==> config.mk <==
export PLATFORM = sky130hd
export DESIGN_NAME = mem_access_unit
export DESIGN_NICKNAME = d
export VERILOG_FILES = /design/src/rtl/mem_access_unit.sv
export SDC_FILE = /design/constraint.sdc
export NUM_CORES = 1
export LEC_CHECK = 0
export CAP_MARGIN = 40
export CORE_MARGIN = 1
export CORE_UTILIZATION = 41
export DETAILED_ROUTE_END_ITERATION = 6
export GPL_TIMING_DRIVEN = 0
export PLACE_DENSITY_LB_ADDON = 0.2
export SETUP_SLACK_MARGIN = 0.1
export SLEW_MARGIN = 30
export SYNTH_ARGS = -nofsm -noshare
export SYNTH_HDL_FRONTEND = slang
export SYNTH_SLANG_ARGS = --single-unit
==> constraint.sdc <==
create_clock -name clk -period 2.26 [get_ports clk]
set_input_delay 0.226 -clock clk [delete_from_list [all_inputs] [get_ports clk]]
set_output_delay 0.226 -clock clk [all_outputs]
set_load 0.01 [all_outputs]
==> src/rtl/mem_access_unit.sv <==
// mem_access_unit
// Load/store sequencer sitting directly in front of the data memory.
// It takes one core request at a time over a valid/ready handshake and
// drives the memory for that access. Byte loads come back sign- or
// zero-extended. Misaligned or out-of-range requests are answered with an
// error and never reach the memory.
//
// Ports
//   clk, reset         clock (rising edge), asynchronous active-low reset
//   req_*              core request: valid/ready, we, byte, signed, addr, wdata
//   resp_*             core response: valid/ready, data, err
//   mem_we/byte_src/a/wd, mem_rd
//                      memory interface (combinational read)
//
// Optional feature
//   MEM_ACCESS_COUNT_EN adds load_count/store_count/err_count (16-bit,
//   wrapping), each bumped when a response of that kind is consumed.
//
// state | meaning
// IDLE  | ready for a request
// ISSUE | memory inputs driven, waiting out WAIT_CYCLES then capturing
// RESP  | response held until the core takes it
module mem_access_unit #(
    parameter int unsigned WAIT_CYCLES = 0,
    parameter logic [31:0] ADDR_LIMIT  = 32'h0000_0400
) (
    input  logic        clk,
    input  logic        reset,
    input  logic        req_valid,
    output logic        req_ready,
    input  logic        req_we,
    input  logic        req_byte,
    input  logic        req_signed,
    input  logic [31:0] req_addr,
    input  logic [31:0] req_wdata,
    output logic        resp_valid,
    input  logic        resp_ready,
    output logic [31:0] resp_data,
    output logic        resp_err,
    output logic        mem_we,
    output logic        mem_byte_src,
    output logic [31:0] mem_a,
    output logic [31:0] mem_wd,
    input  logic [31:0] mem_rd
`ifdef MEM_ACCESS_COUNT_EN
    ,
    output logic [15:0] load_count,
    output logic [15:0] store_count,
    output logic [15:0] err_count
`endif
);

    typedef enum logic [1:0] {S_IDLE, S_ISSUE, S_RESP} state_t;

    state_t      state_q, state_d;
    logic [3:0]  cnt_q, cnt_d;
    logic        we_q, we_d;
    logic        byte_q, byte_d;
    logic        sgn_q, sgn_d;
    logic [31:0] a_q, a_d;
    logic [31:0] wd_q, wd_d;
    logic [31:0] rdata_q, rdata_d;
    logic        err_q, err_d;
    logic        req_err;
    logic [31:0] ld_data;

    assign req_err = (!req_byte && (req_addr[1:0] != 2'b00)) || (req_addr >= ADDR_LIMIT);

    always_comb begin
        if (!byte_q) begin
            ld_data = mem_rd;
        end else if (sgn_q) begin
            ld_data = {{24{mem_rd[7]}}, mem_rd[7:0]};
        end else begin
            ld_data = {24'h0, mem_rd[7:0]};
        end
    end

    always_comb begin
        state_d = state_q;
        cnt_d   = cnt_q;
        we_d    = we_q;
        byte_d  = byte_q;
        sgn_d   = sgn_q;
        a_d     = a_q;
        wd_d    = wd_q;
        rdata_d = rdata_q;
        err_d   = err_q;
        case (state_q)
            S_IDLE: begin
                if (req_valid) begin
                    we_d   = req_we;
                    byte_d = req_byte;
                    sgn_d  = req_signed;
                    if (req_err) begin
                        // Memory address/data registers stay untouched so
                        // nothing on the memory side toggles for a bad request.
                        err_d   = 1'b1;
                        rdata_d = 32'h0;
                        state_d = S_RESP;
                    end else begin
                        a_d = req_addr;
                        if (req_we) begin
                            wd_d = req_byte ? {24'h0, req_wdata[7:0]} : req_wdata;
                        end
                        err_d   = 1'b0;
                        cnt_d   = 4'(WAIT_CYCLES);
                        state_d = S_ISSUE;
                    end
                end
            end
            S_ISSUE: begin
                if (cnt_q != 4'd0) begin
                    cnt_d = cnt_q - 4'd1;
                end else begin
                    rdata_d = we_q ? 32'h0 : ld_data;
                    state_d = S_RESP;
                end
            end
            S_RESP: begin
                if (resp_ready) begin
                    state_d = S_IDLE;
                end
            end
            default: state_d = S_IDLE;
        endcase
    end

    always_ff @(posedge clk or negedge reset) begin
        if (!reset) begin
            state_q <= S_IDLE;
            cnt_q   <= 4'd0;
            we_q    <= 1'b0;
            byte_q  <= 1'b0;
            sgn_q   <= 1'b0;
            a_q     <= 32'h0;
            wd_q    <= 32'h0;
            rdata_q <= 32'h0;
            err_q   <= 1'b0;
        end else begin
            state_q <= state_d;
            cnt_q   <= cnt_d;
            we_q    <= we_d;
            byte_q  <= byte_d;
            sgn_q   <= sgn_d;
            a_q     <= a_d;
            wd_q    <= wd_d;
            rdata_q <= rdata_d;
            err_q   <= err_d;
        end
    end

    assign req_ready    = (state_q == S_IDLE);
    assign resp_valid   = (state_q == S_RESP);
    assign resp_data    = rdata_q;
    assign resp_err     = err_q;
    // Write strobe only on the last ISSUE cycle: one write edge per store.
    assign mem_we       = (state_q == S_ISSUE) && we_q && (cnt_q == 4'd0);
    assign mem_byte_src = (state_q == S_ISSUE) && byte_q;
    assign mem_a        = a_q;
    assign mem_wd       = wd_q;

`ifdef MEM_ACCESS_COUNT_EN
    logic [15:0] ld_cnt_q, st_cnt_q, er_cnt_q;

    always_ff @(posedge clk or negedge reset) begin
        if (!reset) begin
            ld_cnt_q <= 16'h0;
            st_cnt_q <= 16'h0;
            er_cnt_q <= 16'h0;
        end else if ((state_q == S_RESP) && resp_ready) begin
            if (err_q) begin
                er_cnt_q <= er_cnt_q + 16'd1;
            end else if (we_q) begin
                st_cnt_q <= st_cnt_q + 16'd1;
            end else begin
                ld_cnt_q <= ld_cnt_q + 16'd1;
            end
        end
    end

    assign load_count  = ld_cnt_q;
    assign store_count = st_cnt_q;
    assign err_count   = er_cnt_q;
`endif

endmodule

Word level (Yosys, flattened, before mapping)
Index checks and enable logic that the tools add are counted.

storage, ports and cells
  bits in registers = 106
  input port bits = 103
  output and inout port bits = 101
  word-level logic and storage cells = 55

operators by class
  $add $sub $neg = 1
  $lt $le $gt $ge = 1
  equality and inequality tests = 8
  muxes and demuxes = 18
  bitwise logic cells = 1
  reductions and logical operators = 17

operator list
  kind                    count
  $mux W32                7
  $pmux W32 S2            1
  $ge A32 B11 Y1 const B  1
  $mux W4                 3
  $reduce_and A4 Y1       3
  $mux W2                 4
  $ne A2 B2 Y1 const B    4
  $pmux W4 S2             1
  $pmux W2 S3             1
  $reduce_and A3 Y1       2
  $logic_and A1 B1 Y1     4
  $logic_not A4 Y1        1
  $ne A2 B1 Y1 const B    2
  $reduce_bool A2 Y1      2
  $reduce_bool A4 Y1      1
  $sub A4 B1 Y4 const B   1
  $eq A2 B1 Y1 const B    1
  $eq A2 B2 Y1 const B    1
  $logic_not A2 Y1        1
  $reduce_and A2 Y1       1
  $logic_not A1 Y1        1
  $logic_or A1 B1 Y1      1
  $mux W1                 1
  $not A1 Y1              1

Depth between registers and ports, before layout
  depth in word-level cells = 6
  depth in mapped cells = 8
  depth with buffers taken out = 6

Worst setup path after synthesis
No wires, ideal clock.

  path type = reg-to-reg
  start = register cnt_q[0]
  end = register rdata_q[12], in the netlist resp_data[12]
  library setup time = 132 ps
  arrival = 1891 ps
  data required time = 2128 ps
  slack = 237 ps
  stages on the path, launching flop included = 9
  path buffers = 2
  period minus slack after synthesis = 2023 ps
  cell sequence = dfrtp_1 inv_1 ha_1 or3b_1 clkbuf_1 o21ai_0 o41a_2 clkbuf_1 o21ai_0

between the ends
  cells in the longest elaborated chain, start to end = 3

ends and longest elaborated chain
  element                             line  RTL
  start, declared                     56    logic [3:0] cnt_q, cnt_d;
  start signal, assigned              142   cnt_q <= cnt_d;
  $reduce_bool A4 Y1                  113   if (cnt_q != 4'd0) begin
  $ne A2 B2 Y1 (no source line)       -
  $reduce_and A4 Y1 (no source line)  -
  end signal, assigned                148   rdata_q <= rdata_d;
  end, declared                       62    logic [31:0] rdata_q, rdata_d;

No other way between the ends.
A chain may end at the register's enable or synchronous reset.

Worst setup path in the final report
  start = register state_q[0]
  end = output port mem_byte_src

between the ends
  cells in the longest elaborated chain, start to end = 2

ends and longest elaborated chain
  element                 line  RTL
  start, declared         55    state_t state_q, state_d;
  start signal, assigned  141   state_q <= state_d;
  $eq A2 B1 Y1            159   assign mem_byte_src = (state_q == S_ISSUE) && byte_q;
  $logic_and A1 B1 Y1     159
  end, declared           41    output logic mem_byte_src,

No other way between the ends.

==> flow_metrics.env <==
export IMPL_clk_latency_ns=0.37
export IMPL_top_usage_layer="met2"
export IMPL_vias_per_cell=4.83
export IMPL_final_common_cell="clkdlybuf4s50_1"
export IMPL_hold_class="input port to async pin"
export IMPL_ys_warnings_count=0
export IMPL_cp_arrival_ns=1.85
export IMPL_n_antenna_cell=0
export IMPL_grt_setup_unrepaired="yes"
export IMPL_dpl_worst_slack_ns=-0.439
export IMPL_row_count=37
export IMPL_synthArstFlopShare_pct=100
export IMPL_synth_edff_count=0
export IMPL_antenna_left=0
export IMPL_grt_first_pass_wirelength_mm=17.7
export IMPL_period_minus_slack_ns=2.08
export IMPL_clock_skew_final_ns=0.0149
export IMPL_peakVddDrop_mv=0.274
export IMPL_ys_seq_elements=106
export IMPL_drc=0
export IMPL_initial_core_util_pct=42.0
export IMPL_crit_path_cell_trace="nor2b_2 > and2_1 > clkdlybuf4s50_1"
export IMPL_slew_headroom_pct=60.2
export IMPL_gr_usage_met2_pct=33.4
export IMPL_drtIter0Drc=104
export IMPL_clockRootBuffer="clkbuf_8"
export IMPL_first_global_vias=3510
export IMPL_dpl_hpwl_mm=8.14
export IMPL_clockBufferDepth=2
export IMPL_clock_sinks=106
export IMPL_nets=674
export IMPL_endpoint_kind="output port"
export IMPL_p_leak_nw=3.03
export IMPL_synth_ff_type="dfrtp_1"
export IMPL_tightestPinTransition_ns=0.591
export IMPL_grt_total_usage_pct=20.7
export IMPL_drv_slew=0
export IMPL_drv_cap=0
export IMPL_setup_tns_final_ns=0
export IMPL_ios=204
export IMPL_wirelength_mm=11.1
export IMPL_status="finished, final reports clean"
export IMPL_worst_path_dominant_cell_family="buffers and inverters"
export IMPL_via_count=3430
export IMPL_ys_types=36
export IMPL_critPathKind="register to output port"
export IMPL_cts_tree="yes"
export IMPL_final_area_um2=6860
export IMPL_syn_to_final_growth_pct=58.9
export IMPL_avgSynthCellArea_um2=12.5
export IMPL_power_density_nw_per_um2=592
export IMPL_synth_cells=346
export IMPL_place_area_um2=6560
export IMPL_utilization_pct=66.7
export IMPL_worst_slack_ns=0.185
export IMPL_mostFrequentLayoutCells="clkdlybuf4s50_1 (201), dfrtp_1 (105), o21ai_0 (48)"
export IMPL_die_area_um2=10900
export IMPL_critPathMaxFanout=7
export IMPL_period_share_pct=91.8
export IMPL_worst_path_max_delay_cell="clkdlybuf4s50_1"
export IMPL_synth_cell_area_um2=4320
export IMPL_chipHeight_um=105
export IMPL_cp_start_kind="register"
export IMPL_grt_max_degree=55
export IMPL_ys_seq_area_share_pct=61.4
export IMPL_path_clk_slew_ns=0.11
export IMPL_final_layout_size_suffix_gt1_share_pct=16.2
export IMPL_drt_first_pass_iters=4
export IMPL_crit_buf_inv=1
export IMPL_fmax_mhz=482
export IMPL_place_port_buffers=203
export IMPL_setup_violations=0
export IMPL_cts_buffers=9
export IMPL_finalHoldViolations=0
export IMPL_crit_path_max_incr_delay_ns=0.54
export IMPL_grt_overflow=0
export IMPL_gr_usage_met3_pct=6.43
export IMPL_cts_max_level=3
export IMPL_die_w_um=105
export IMPL_wl_per_cell_um=15.6
export IMPL_antenna_found_initial=0
export IMPL_use_met1_pct=26.6
export IMPL_gp_congestion=0.776
export IMPL_critPathRequiredTime_ns=2.03
export IMPL_synth_nets=451
export IMPL_core_area_um2=10300
==> cells in the mapped netlist (2+ instances only) <==
master | n | area share, %
nand2b_1 | 2 | 0.29
buf_4 | 3 | 0.52
a22o_1 | 8 | 1.6
ha_1 | 2 | 0.58
a31o_2 | 2 | 0.41
inv_1 | 27 | 2.3
nand2_1 | 5 | 0.43
o21ai_0 | 49 | 5.7
mux2_2 | 37 | 9.6
nor3_1 | 2 | 0.23
mux2_1 | 7 | 1.8
buf_2 | 2 | 0.23
nor4_1 | 2 | 0.29
nor4_2 | 3 | 0.87
o21ai_1 | 3 | 0.35
clkbuf_1 | 10 | 0.87
xor2_1 | 2 | 0.41
nand3_1 | 3 | 0.35
nor2_1 | 7 | 0.61
nor2b_1 | 47 | 6.8
dfrtp_1 | 106 | 61
o211ai_1 | 2 | 0.35
nor4_4 | 2 | 0.99
==> path summary, 6_finish.rpt <==
| check | end | cells after the start | start | slack, ns |
|---|---|---|---|---|
| max | mem_byte_src | 3 | state_q[0] | 0.18 |
| min | resp_data[15] | 2 | reset | 0.36 |
| max reg2reg | mem_wd[17] | 5 | state_q[0] | 0.20 |
| min reg2reg | mem_a[5] | 1 | mem_a[5] | 0.49 |
| max in group asynchronous | mem_wd[19] | 3 | reset | 1.26 |
| min in group clk | state_q[1] | 2 | resp_ready | 0.41 |
==> worst reg2reg max path: cells and delay by family (launching register included) <==
family        cells  cell delay (ns)
buf+inv           1             0.25
flops             1             0.48
mux               1             0.36
simple gates      3             0.86
==> power breakdown <==
| group | total [mW] | leakage (nW) | switching [mW] | internal, mW |
|---|---|---|---|---|
| sequential | 2.09 | 1.45 | 0.115 | 1.98 |
| combinational | 0.782 | 1.49 | 0.376 | 0.406 |
| clock | 1.19 | 0.0921 | 0.669 | 0.520 |
==> cell families after synthesis <==
logic type | synth area share [%]
DFF | 61.4
buffers and inverters | 4.23
muxes | 11.5
AOI/OAI and AO/OA | 9.71
adders and majority gates | 0.579
xor gates and xnor gates | 0.406
and+or+nand+nor | 12.2
==> flip-flops by register name (all words and copies together), names as in the netlist <==
signal	flops
resp_err	1
we_q	1
mem_wd	32
cnt_q	4
state_q	2
resp_data	32
mem_a	32
sgn_q	1
byte_q	1
==> timing repair <==
item / CTS / global route
setup endpoints to repair: 61 / 56
endpoints found under the hold margin: 53 / 0
hold buffers: 1 / 0
gates resized for setup: 13 / 10
pin swaps: 2 / 1
setup buffers: 3 / 3
==> stage by stage <==
| stage | std cells | hold WS [ns] | total power [mW] |
|---|---|---|---|
| floorplan | 346 | -0.0696 | 2.44 |
| global placement | 685 | 0.467 | 2.82 |
| detailed placement | 688 | 0.213 | 2.85 |
| CTS | 707 | 0.377 | 4.09 |
| global route | 710 | 0.392 | 4.27 |
| finish | 710 | 0.364 | 4.06 |
==> layer usage <==
metal | wire length, um | part of all wire, %
met5 | 0 | 0
met1 | 4830 | 44
met4 | 178 | 1.6
met2 | 5160 | 47
met3 | 882 | 8.0
==> layout make-up <==
cell class / count / area, um^2
plain buffers: 15 / 90.1
well taps: 136 / 170
clock inverters: 7 / 78.8
flip-flops and latches: 106 / 2650
inverters: 27 / 101
repair buffers: 213 / 2120
fillers: 809 / 3420
clock buffers: 9 / 124
multi-input cells: 197 / 1520
No activity file was read; power rests on OpenSTA's default activity.
